File: config.mk
export PLATFORM = sky130hd
export DESIGN_NAME = mem_io_ctrl
export DESIGN_NICKNAME = d
export VERILOG_FILES = /design/src/rtl/slc3_mem_pkg.sv /design/src/rtl/mem_io_ctrl_sync2.sv /design/src/rtl/mem_io_ctrl.sv
export SDC_FILE = /design/constraint.sdc
export NUM_CORES = 1
export LEC_CHECK = 0
export CORE_UTILIZATION = 45
export CTS_CLUSTER_SIZE = 28
export DETAILED_ROUTE_END_ITERATION = 8
export GPL_TIMING_DRIVEN = 0
export PLACE_DENSITY = 0.87
export SLEW_MARGIN = 10
export SYNTH_ARGS = -nofsm -noshare
export SYNTH_HDL_FRONTEND = slang
export SYNTH_SLANG_ARGS = --single-unit
File: constraint.sdc
create_clock -name Clk -period 2.7 [get_ports Clk]
set_input_delay 0.405 -clock Clk [delete_from_list [all_inputs] [get_ports Clk]]
set_output_delay 0.405 -clock Clk [all_outputs]
set_load 0.01 [all_outputs]
File: src/rtl/slc3_mem_pkg.sv
// Shared types and constants for the SLC-3 memory/I-O access sequencer.
package slc3_mem_pkg;

    localparam int unsigned WORD_W = 16;
    localparam logic [WORD_W-1:0] IO_ADDR_DEF = 16'hFFFF;

    typedef enum logic [1:0] {
        IDLE,
        SETUP,
        WAIT_ACK,
        DONE
    } mem_state_t;

endpackage

File: src/rtl/mem_io_ctrl_sync2.sv
// Parameterised-width two-flop synchronizer with asynchronous active-low reset.
module sync2 #(
    parameter int unsigned WIDTH = 1
) (
    input  logic             i_clk,
    input  logic             i_rst_n,
    input  logic [WIDTH-1:0] i_d,
    output logic [WIDTH-1:0] o_q
);

    logic [WIDTH-1:0] r_meta;
    logic [WIDTH-1:0] r_sync;

    always_ff @(posedge i_clk or negedge i_rst_n) begin
        if (!i_rst_n) begin
            r_meta <= '0;
            r_sync <= '0;
        end else begin
            r_meta <= i_d;
            r_sync <= r_meta;
        end
    end

    assign o_q = r_sync;

endmodule

File: src/rtl/mem_io_ctrl.sv
// Multi-cycle ack-handshaked SRAM read/write sequencer with memory-mapped
// switch input and hex display register at IO_ADDR.
module mem_io_ctrl
    import slc3_mem_pkg::*;
#(
    parameter logic [15:0] IO_ADDR     = IO_ADDR_DEF,
    parameter int unsigned SETUP_CYC   = 1,
    parameter int unsigned TIMEOUT_CYC = 15
) (
    input  logic        Clk,
    input  logic        Reset,
    input  logic        Req,
    input  logic        WE,
    input  logic [15:0] MAR,
    input  logic [15:0] MDR,
    input  logic [9:0]  SW,
    output logic [15:0] Mem_Addr,
    output logic [15:0] Mem_WData,
    output logic        Mem_WE,
    output logic        Mem_Req,
    input  logic [15:0] Mem_RData,
    input  logic        Mem_Ack,
    output logic [15:0] MDR_In,
    output logic [15:0] HEX_Out,
    output logic        Done,
    output logic        Busy,
    output logic        Err
);

    localparam int unsigned SC_W = (SETUP_CYC > 1) ? $clog2(SETUP_CYC) : 1;
    localparam int unsigned TO_W = $clog2(TIMEOUT_CYC);
    localparam logic [SC_W-1:0] SC_LOAD = SC_W'(SETUP_CYC - 1);
    localparam logic [TO_W-1:0] TO_LAST = TO_W'(TIMEOUT_CYC - 1);

    mem_state_t r_state;
    mem_state_t w_next;

    logic [15:0]     r_mem_addr;
    logic [15:0]     r_mem_wdata;
    logic            r_mem_we;
    logic [15:0]     r_mdr_in;
    logic [15:0]     r_hex;
    logic            r_err;
    logic [SC_W-1:0] r_setup_cnt;
    logic [TO_W-1:0] r_to_cnt;

    logic [9:0] w_sw_sync;
    logic       w_is_io;
    logic       w_to_last;

    sync2 #(.WIDTH(10)) u_sw_sync (
        .i_clk   (Clk),
        .i_rst_n (Reset),
        .i_d     (SW),
        .o_q     (w_sw_sync)
    );

    assign w_is_io   = (MAR == IO_ADDR);
    assign w_to_last = (r_to_cnt == TO_LAST);

    always_ff @(posedge Clk or negedge Reset) begin
        if (!Reset) r_state <= IDLE;
        else        r_state <= w_next;
    end

    always_comb begin
        w_next = r_state;
        unique case (r_state)
            IDLE:     if (Req) w_next = w_is_io ? DONE : SETUP;
            SETUP:    if (r_setup_cnt == '0) w_next = WAIT_ACK;
            WAIT_ACK: if (Mem_Ack || w_to_last) w_next = DONE;
            DONE:     w_next = IDLE;
            default:  w_next = IDLE;
        endcase
    end

    // SRAM-facing registers load only for non-I/O accesses so IO_ADDR never
    // appears on Mem_Addr.
    always_ff @(posedge Clk or negedge Reset) begin
        if (!Reset) begin
            r_mem_addr  <= '0;
            r_mem_wdata <= '0;
            r_mem_we    <= 1'b0;
            r_mdr_in    <= '0;
            r_hex       <= '0;
            r_err       <= 1'b0;
            r_setup_cnt <= '0;
            r_to_cnt    <= '0;
        end else begin
            unique case (r_state)
                IDLE: begin
                    if (Req) begin
                        r_err <= 1'b0;
                        if (w_is_io) begin
                            if (WE) r_hex    <= MDR;
                            else    r_mdr_in <= {6'b0, w_sw_sync};
                        end else begin
                            r_mem_addr  <= MAR;
                            r_mem_wdata <= MDR;
                            r_mem_we    <= WE;
                            r_setup_cnt <= SC_LOAD;
                        end
                    end
                end
                SETUP: begin
                    if (r_setup_cnt == '0) r_to_cnt    <= '0;
                    else                   r_setup_cnt <= r_setup_cnt - 1'b1;
                end
                WAIT_ACK: begin
                    // Ack takes priority over a coincident timeout.
                    if (Mem_Ack) begin
                        if (!r_mem_we) r_mdr_in <= Mem_RData;
                    end else if (w_to_last) begin
                        r_err <= 1'b1;
                        if (!r_mem_we) r_mdr_in <= '0;
                    end else begin
                        r_to_cnt <= r_to_cnt + 1'b1;
                    end
                end
                default: ;
            endcase
        end
    end

    assign Mem_Addr  = r_mem_addr;
    assign Mem_WData = r_mem_wdata;
    assign Mem_WE    = r_mem_we;
    assign Mem_Req   = (r_state == WAIT_ACK);
    assign MDR_In    = r_mdr_in;
    assign HEX_Out   = r_hex;
    assign Done      = (r_state == DONE);
    assign Busy      = (r_state != IDLE);
    assign Err       = r_err;

endmodule
**Word-level counts from Yosys, hierarchy flattened**

Index checks and enable logic that the tools add are counted.

- Flip-flop bits (word level): 93
- Word-level logic and storage cells: 68
- Output and inout bits: 69

- Add/subtract/negate cells: 2
- Multiplexer cells: 25
- Bitwise gates (word level): 1
- Reductions and logical operators: 13
- Eq/ne operators: 16

Operators with widths:

| operator | count |
|---|---|
| $mux W16 | 7 |
| $pmux W16 S2 | 1 |
| $eq A16 B16 Y1 const B | 1 |
| $ne A2 B2 Y1 const B | 8 |
| $mux W4 | 3 |
| $reduce_and A4 Y1 | 3 |
| $reduce_and A3 Y1 | 3 |
| $mux W2 | 4 |
| $pmux W2 S4 | 1 |
| $pmux W4 S2 | 1 |
| $reduce_bool A2 Y1 | 4 |
| $mux W1 | 6 |
| $reduce_and A6 Y1 | 1 |
| $add A4 B1 Y4 const B | 1 |
| $eq A2 B2 Y1 const B | 2 |
| $eq A4 B4 Y1 const B | 1 |
| $ne A2 B1 Y1 const B | 2 |
| $pmux W1 S2 | 2 |
| $ne A3 B1 Y1 const B | 1 |
| $eq A2 B1 Y1 const B | 1 |
| $logic_not A2 Y1 | 1 |
| $logic_or A1 B1 Y1 | 1 |
| $not A1 Y1 | 1 |
| $sub A1 B1 Y1 const B | 1 |

**Logic depth before layout (Yosys ltp)**

Gate-level depths: netlist (run 1).

- Depth after elaboration: 4
- Mapped depth: 9
- Gate-level depth less buffers: 6

**By module**

A second synthesis (run 1) with hierarchy kept.

- Cells, all modules: 261
- Area total of the unflattened synthesis: 3,688.5 um^2

By module, submodules not included:

| module | cells each | area each (um^2) | times used |
|---|---|---|---|
| mem_io_ctrl | 241 | 3,188.1 | 1 |
| sync2 | 20 | 500.5 | 1 |

**Least setup slack after synthesis (run 1)**

Ideal clock, no wire load.

- Path kind: register to register
- Start: register r_to_cnt[0]
- End: register r_mdr_in[6], in the netlist MDR_In[6]
- Slack: 0.685 ns
- Stages on the path, launching flop included: 9
- Library setup time: 0.128 ns
- Period minus slack after synthesis: 2.015 ns
- Buffers on the path: 2
- Arrival: 1.887 ns
- Cell sequence: dfrtp_1 inv_1 ha_1 and3_1 clkbuf_1 o2111ai_1 o21ai_4 buf_6 mux2_1

- Longest elaborated chain between the ends: 3

RTL lines:

| what | line | source |
|---|---|---|
| start: declaration | mem_io_ctrl.sv:45 | `logic [TO_W-1:0] r_to_cnt;` |
| start signal: assignment | mem_io_ctrl.sv:117 | `r_to_cnt <= r_to_cnt + 1'b1;` |
| $eq A4 B4 Y1 | mem_io_ctrl.sv:59 | `assign w_to_last = (r_to_cnt == TO_LAST);` |
| $ne A3 B1 Y1 (no source line) | -- |  |
| $reduce_and A6 Y1 (no source line) | -- |  |
| end signal: assignment | mem_io_ctrl.sv:96 | `else r_mdr_in <= {6'b0, w_sw_sync};` |
| end signal: assignment | mem_io_ctrl.sv:112 | `if (!r_mem_we) r_mdr_in <= Mem_RData;` |
| end: declaration | mem_io_ctrl.sv:41 | `logic [15:0] r_mdr_in;` |

Every way passes these cells.
A chain may end at the register's enable or synchronous reset.

**Worst setup path after layout (run 1)**

- Start: register r_state[1]
- End: register r_mem_addr[8], in the netlist Mem_Addr[8]

- Longest elaborated chain between the ends: 2

RTL lines:

| what | line | source |
|---|---|---|
| start: declaration | mem_io_ctrl.sv:35 | `mem_state_t r_state;` |
| start signal: assignment | mem_io_ctrl.sv:63 | `else r_state <= w_next;` |
| $logic_not A2 Y1 | mem_io_ctrl.sv:90 | `unique case (r_state)` |
| $reduce_and A3 Y1 (no source line) | -- |  |
| end signal: assignment | mem_io_ctrl.sv:81 | `r_mem_addr <= '0;` |
| end signal: assignment | mem_io_ctrl.sv:98 | `r_mem_addr <= MAR;` |
| end: declaration | mem_io_ctrl.sv:38 | `logic [15:0] r_mem_addr;` |

Every way passes these cells.

==> results.txt, run 1 <==
* Result of the run: finished, final reports clean
* Top flip-flop cell by instance count after synthesis: sky130_fd_sc_hd__dfrtp_1
- After global routing the overflow that remains totals 0.
- At the end of routability-driven placement, the weighted congestion stood at 0.769.
- In the global route stage, overall resource usage came out at approximately 21%.
- The worst pin sits at a relative slew slack of ~54%.
- R2r endpoint: Mem_Addr[8]
* Via count of the first global-routing pass: approximately 2900
* Drc violations: 0
- The die is 92.2 um tall.
- The worst register-to-register path begins at r_state[1].
- Total Routed Length: 8.33 mm
- Unrepaired setup endpoints after global routing: false
- Post-synthesis net count: approximately 340
- During synthesis, Yosys emitted a total of 0 warnings.
- Tmin final: 2.35 ns
* CP Launch Type: flip-flop
- Measured along the x axis, the die boundary spans around 90 um.
- The critical path goes through inv_1 > ha_1 > clkbuf_1 > nand2_1 > nor2_1 > buf_2 > mux2_2.
* Static leakage power: between 2 and 2.5 nW
- Layout Nets: around 490
- The first global-routing pass estimated between 10 and 15 mm of wire.
* Largest incremental delay on the critical path: 0.43 ns
* Initial antenna violation count: 0
* Post-detailed-route count of antenna-violating nets: 0
- At the pin with the least slew margin, the transition time is slightly below 0.7 ns.
- In this run the worst setup path begins at r_state[1].
* Number of storage elements in the synthesis netlist: 92
- The largest individual stage delay along the critical path comes from the cell sky130_fd_sc_hd__dfrtp_1.
- Final setup fails: 0
* Number of clock sinks: 92
- Post-route fraction of the period consumed by the critical path: 87.0%
- Entering global routing, the biggest net connects 57 pins.
- The worst setup path is of the reg2reg kind.
* Post-synthesis sequential area ratio: a little over three fifths
* Register-to-register setup slack: 0.35 ns
- Row generation in the floorplan step produced 32 rows.
- The cell area that synthesis handed to floorplanning was 3660 um^2.
* Area added between synthesis and finish: 44.9%
- TritonCTS built the clock tree.
- After clock tree synthesis, the clock-pin slew on the worst setup and hold paths is approximately 0.10 ns.
* Total of cells resized after clock tree synthesis: 0
- The die covers ~8500 um^2.
* Area inside the core boundary: 7810 um^2
- Power density relative to cell area: about 940 nW/um^2
- Number of unique standard cell types used by synthesis: 33
- Dividing the synthesized area by the synthesized cell count gives between 10 and 15 um^2.
* Boundary pin count: approximately 130
- STA puts the critical path data arrival time at between 2 and 3 ns.
- The synthesized design contains 0 enable-type register cells.
- The tool flagged a number of max-cap violations equal to 0.
* Worst Hold Margin: ~0.092 ns
- The final count of hold timing violations is 0.
- Worst ir drop on vdd: a little under 0.6 mV
- Total power: 4.98 mW
- Path type of the worst min-delay path: in2async
- Across all layers, the routed design uses 2632 vias.
- Initial standard-cell utilization of the core: 46.9%
- Ant diodes: 0
* Number of H-tree levels: 3
* Hold bufs inserted after CTS: 0
- Measured in cells, the most critical reg-to-reg path has a length of 7.
- In the final layout, the share of cells above drive strength 1 is 18.8%.
- After legalization and detailed placement, the total HPWL measured 6.29 mm.
- Achievable frequency: between 400 and 500 MHz
- The max-slew violation count was 0.
* Buffer levels on the longest clock path: 2
- Share of flip-flops with an asynchronous set or reset after synthesis: 100%
- Number of buffer cells added on primary ports: 131
* Insertion delay of the later-clocked pin in the worst-skew pair: 0.36 ns
- Post-CTS Repair Setup Buffers: 0
* Post-layout util: between 60 and 70%
- Prior to clock tree synthesis, the placed netlist has a worst setup slack of between 0.04 and 0.05 ns.
* Initial DRC count: between 40 and 50
- Endpoint kind of the worst setup timing path: flip-flop
- The tree is rooted in a sky130_fd_sc_hd__clkbuf_8.
* Number of standard cells after synthesis: 273
- Critical Path RT: just under 3 ns
- Setup clock skew after layout: 0.00675 ns
- Post-detailed-route via-to-cell ratio: around 5.0
- Mean routed wirelength per cell: roughly 16 um
- Of all nets on the critical path, the largest fanout is 10.
- Across all setup checks in the final design, the least slack found is 0.352 ns.
- Num CTS Buffers: 9
* Detailed Routing Iterations Pass 1: 4
worst max-delay path, delay by kind of cell, from the launching register on:
kind | cells | cell delay, ns
simple gates | 2 | 0.54
mux | 1 | 0.37
flops | 1 | 0.43
buf+inv | 3 | 0.73
fa+ha+maj | 1 | 0.15
flip-flops by register name, indices dropped and copies added, names as in the netlist:
name              cells
HEX_Out              16
MDR_In               16
Mem_Addr             16
Mem_WData            16
u_sw_sync.o_q        10
u_sw_sync.r_meta     10
r_to_cnt              4
r_state               2
Err                   1
Mem_WE                1
metrics by stage:
step,cell area (um^2),std cells,TNS [ns]
floorplan,3660,273,0
global placement,5100,506,-185.55
detailed placement,5120,507,0
CTS,5310,523,0
global route,5310,523,0
finish,5310,523,0
worst max path at each step:
stage	end	slack, ns	depth (start not counted)
final	Mem_Addr[8]	0.35	7
after detailed placement	MDR_In[7]	0.05	6
after floorplan	MDR_In[6]	0.69	8
after global routing	Mem_Addr[8]	0.15	7
after global placement	u_sw_sync.o_q[2]	-2.02	1
after CTS	Mem_Addr[8]	0.35	7
synthesized netlist by cell type (all sizes together), types with 5 or more instances:
cell | count | share of area [%]
mux2 | 59 | 18
nor2 | 10 | 1.0
clkbuf | 6 | 0.62
inv | 21 | 2.2
ha | 6 | 2.1
o21ai | 14 | 2.2
mux2i | 6 | 1.6
dfrtp | 92 | 63
nand4 | 9 | 1.5
nand2 | 18 | 1.8
buf | 5 | 0.85
report_power, final:
| part | total, mW | switching [mW] | internal [mW] |
|---|---|---|---|
| combinational | 2.05 | 0.845 | 1.21 |
| sequential | 2.03 | 0.233 | 1.80 |
| clock | 0.894 | 0.533 | 0.361 |
layout by cell type, fill, tap and decap left out, types with 7 or more instances in the layout:
cell type	synthesis	routed
sky130_fd_sc_hd__inv_1	21	21
sky130_fd_sc_hd__nor2_1	10	10
sky130_fd_sc_hd__clkdlybuf4s50_1	0	130
sky130_fd_sc_hd__mux2_2	52	52
sky130_fd_sc_hd__mux2_1	7	7
sky130_fd_sc_hd__o21ai_0	13	13
sky130_fd_sc_hd__nand2_1	18	18
sky130_fd_sc_hd__dfrtp_1	92	92
sky130_fd_sc_hd__clkbuf_8	0	9
sky130_fd_sc_hd__nand4_1	9	9
layer usage:
| layer | up-vias | track usage (%) | share of wire [%] |
|---|---|---|---|
| li1 | 1230 | - | - |
| met1 | 1284 | 24.5 | 41 |
| met2 | 105 | 36.2 | 48 |
| met3 | 13 | 8.46 | 10 |
| met4 | 0 | 7.81 | 1.7 |
| met5 | - | 0 | 0 |
cell families (layout without fill, tap and decap cells):
kind of cell / count (synthesis) / count (layout) / synth area share, %
AO/OA/AOI/OAI: 23 / 23 / 3.93
XOR/XNOR: 2 / 2 / 0.479
adder cells (fa/ha/maj): 6 / 6 / 2.05
buffers and inverters: 32 / 180 / 3.62
flip-flops: 92 / 92 / 62.9
multiplexers: 65 / 65 / 19.8
AND/OR/NAND/NOR: 53 / 53 / 7.24
area by class of cell:
cell class,instances,area (um^2)
multi-input cells,149,1230
fillers,593,2500
well taps,102,128
inverters,21,78.8
flip-flops and latches,92,2300
plain buffers,11,53.8
repair buffers,132,1330
clock inverters,7,65.1
clock buffers,9,124
Note: power is estimated with default switching activity, not from simulation.
==> run 2, diff against run 1 <==
--- a/config.mk
+++ b/config.mk
@@ -10,6 +10,7 @@
 export DETAILED_ROUTE_END_ITERATION = 8
 export GPL_TIMING_DRIVEN = 0
 export PLACE_DENSITY = 0.87
+export SKIP_CTS_REPAIR_TIMING = 1
 export SLEW_MARGIN = 10
 export SYNTH_ARGS = -nofsm -noshare
 export SYNTH_HDL_FRONTEND = slang
==> results of run 2 <==
The final DEF is identical to that of run 1; final timing and power are the same.
==> run 3, diff against run 2 <==
--- a/config.mk
+++ b/config.mk
@@ -5,6 +5,7 @@
 export SDC_FILE = /design/constraint.sdc
 export NUM_CORES = 1
 export LEC_CHECK = 0
+export CORE_MARGIN = 2
 export CORE_UTILIZATION = 45
 export CTS_CLUSTER_SIZE = 28
 export DETAILED_ROUTE_END_ITERATION = 8
==> results.txt, run 3 (synthesis results as in run 1) <==
- The run finished with clean final reports.
- The flop-to-flop setup slack is 0.35 ns (about the same).
- The width of the die came to 94.2 um (+2.2%).
- Most common library cell in the layout ignoring fill and taps: sky130_fd_sc_hd__clkdlybuf4s50_1
- The highest fanout seen on the critical path came to 10 (unchanged).
- Worst-case headroom to the max-slew limit: 69.9% (+16 points)
* Most used cells in the layout excluding fill and tap cells: sky130_fd_sc_hd__clkdlybuf4s50_1 (130), sky130_fd_sc_hd__dfrtp_1 (92), sky130_fd_sc_hd__mux2_2 (52)
- The clock-pin slew on the worst setup and hold paths is 0.08 ns (-0.02 ns).
* Boundary pin count: 132 (unchanged)
- The time the final worst path needs with I/O delays and setup came to 2.35 ns (+0.00171 ns).
- TritonCTS clock tree: yes
- Vertical die dimension: 94.2 um (+2.2%)
* Post-route worst setup slack: 0.350 ns (-0.00171 ns)
* Final setup fails: 0 (unchanged)
* Post-detailed-route count of antenna-violating nets: 0 (unchanged)
- The post-placement worst setup slack was 0.0470 ns (+0.00108 ns).
- Transition time at the pin with the least slew margin: 0.450 ns (-0.245 ns)
- Count of filler cells inserted in the layout: 586 (-1.2%)
- The number of diodes added for antenna fixing is 0 (unchanged).
- The max-slew violation count is 0 (unchanged).
- GRT Total Usage: 20.8% (-0.57 points)
- Insertion delay of the later-clocked pin in the worst-skew pair: 0.35 ns (about the same)
- Number of buffer cells added on primary ports: 131 (unchanged)
- The detailed-routing iteration count for the pre-antenna-repair pass is 4 (unchanged).
- The achievable frequency was 426 MHz (about the same).
- Final hold violation count: 0 (unchanged)
* Unrepaired setup endpoints after global routing: false
* Via count: 2598 (-1.3%)
* Placer Congestion: 0.744 (-3.2%)
* Initial standard-cell utilization of the core: 46.9% (unchanged)
* Drc violations: 0 (unchanged)
- Fraction of layout instances using a drive strength above 1: 18.7% (-0.044 points)
- The worst IR drop on VDD came to 0.675 mV (+17%).
* Initial DRC count: 126 (+190%)
- Path type of the worst setup path: reg2reg
- Post-detailed-route via-to-cell ratio: 4.96 (-1.5%)
- The endpoint arrival time on the critical path is 2.58 ns (about the same).
* Root cell of the clock tree: sky130_fd_sc_hd__clkbuf_8
* Via count of the first global-routing pass: 2833 (-2.6%)
- Num CTS Buffers: 9 (unchanged)
- The worst setup path is launched from a flip-flop.
- Area added between synthesis and finish: 46.0%
- The required time of the worst setup path was 2.93 ns (about the same).
- The placeable core region came to 7810 um^2 (unchanged).
- Post-route fraction of the period consumed by the critical path: 87.0% (about the same)
* Total Routed Length: 8.67 mm (+4.1%)
- Wire length of the first global-routing pass: 13.9 mm (+0.20%)
- The final net count was 486 (+0.21%).
- Setup clock skew after layout: 0.00735 ns (+0.000602 ns)
- Number of clock sinks: 92 (unchanged)
* Global route total overflow: 0 (unchanged)
* Endpoint kind of the worst setup timing path: flip-flop
- Die Outline Area: 8870 um^2 (+4.4%)
* Mean routed wirelength per cell: 16.5 um (+3.9%)
- The min-delay analysis places its worst path in the category reg2reg.
* Count of max-cap constraint violations: 0 (unchanged)
- The power density relative to cell area is 946 nW/um^2 (+0.89%).
* Static leakage power: 2.32 nW (+0.98%)
* Total placed instance area: 5120 um^2 (+0.15%)
- The initial antenna violation count came to 0 (unchanged).
- Buffer levels on the longest clock path: 2 (unchanged)
* Number of H-tree levels: 3 (unchanged)
- Pin count of the biggest net entering global routing: 67 (+18%)
- Final standard cell area without fillers: 5340 um^2 (+0.71%)
- The number of placement rows was 32 (unchanged).
* Detailed placement HPWL: 6.30 mm (+0.24%)
## run 3: cell type report
cell class,count,area [um^2],share of cell area [%]
repair buffers,133,1350,25.2
plain buffers,11,53.8,1.01
inverters,21,78.8,1.48
clock inverters,5,57.6,1.08
flip-flops and latches,92,2300,43.1
clock buffers,11,151,2.83
well taps,102,128,2.39
multi-input cells,149,1230,22.9
## run 3: critical path, cell delays in order (launching register included)
cell	delay, ns
sky130_fd_sc_hd__dfrtp_1	0.43
sky130_fd_sc_hd__inv_1	0.10
sky130_fd_sc_hd__ha_1	0.15
sky130_fd_sc_hd__clkbuf_1	0.31
sky130_fd_sc_hd__or2_2	0.18
sky130_fd_sc_hd__o2111ai_1	0.16
sky130_fd_sc_hd__o21ai_4	0.32
sky130_fd_sc_hd__buf_6	0.22
sky130_fd_sc_hd__mux2_1	0.34
## run 3: per-stage QoR
step / hold slack (ns) / power (mW) / instances / TNS, ns / utilization (%)
6_report: 0.354 / 5.06 / 524 / 0 / 68.4
5_1_grt: 0.361 / 5.40 / 524 / 0 / 68.4
4_1_cts: -0.0400 / 5.11 / 523 / 0 / 68.3
3_5_place_dp: 0.335 / 4.13 / 507 / 0 / 65.6
3_3_place_gp: 0.334 / 4.04 / 506 / -186.93 / 65.3
2_1_floorplan: 0.109 / 2.98 / 273 / 0 / -
## run 3: path summary, 6_finish.rpt
kind	to	start	cells past startpoint
setup reg to reg	MDR_In[7]	r_state[1]	8
hold reg to reg	u_sw_sync.o_q[9]	u_sw_sync.r_meta[9]	0
min in group asynchronous	HEX_Out[8]	Reset	2
setup / recovery	MDR_In[7]	r_state[1]	8
hold / removal	u_sw_sync.o_q[9]	u_sw_sync.r_meta[9]	0
max in group asynchronous	r_to_cnt[3]	Reset	3
## run 3: layer usage
metal	global-route usage [%]	vias up	wire length, um
li1	-	1224	-
met1	24.8	1276	3390
met2	33.8	92	4310
met3	10.4	6	891
met4	5.43	0	72
met5	0	-	0
## run 3: power breakdown
group	internal [mW]	switching (mW)	total, mW
sequential	1.80	0.239	2.04
combinational	1.21	0.848	2.06
clock	0.482	0.480	0.962
total	3.49	1.57	5.06
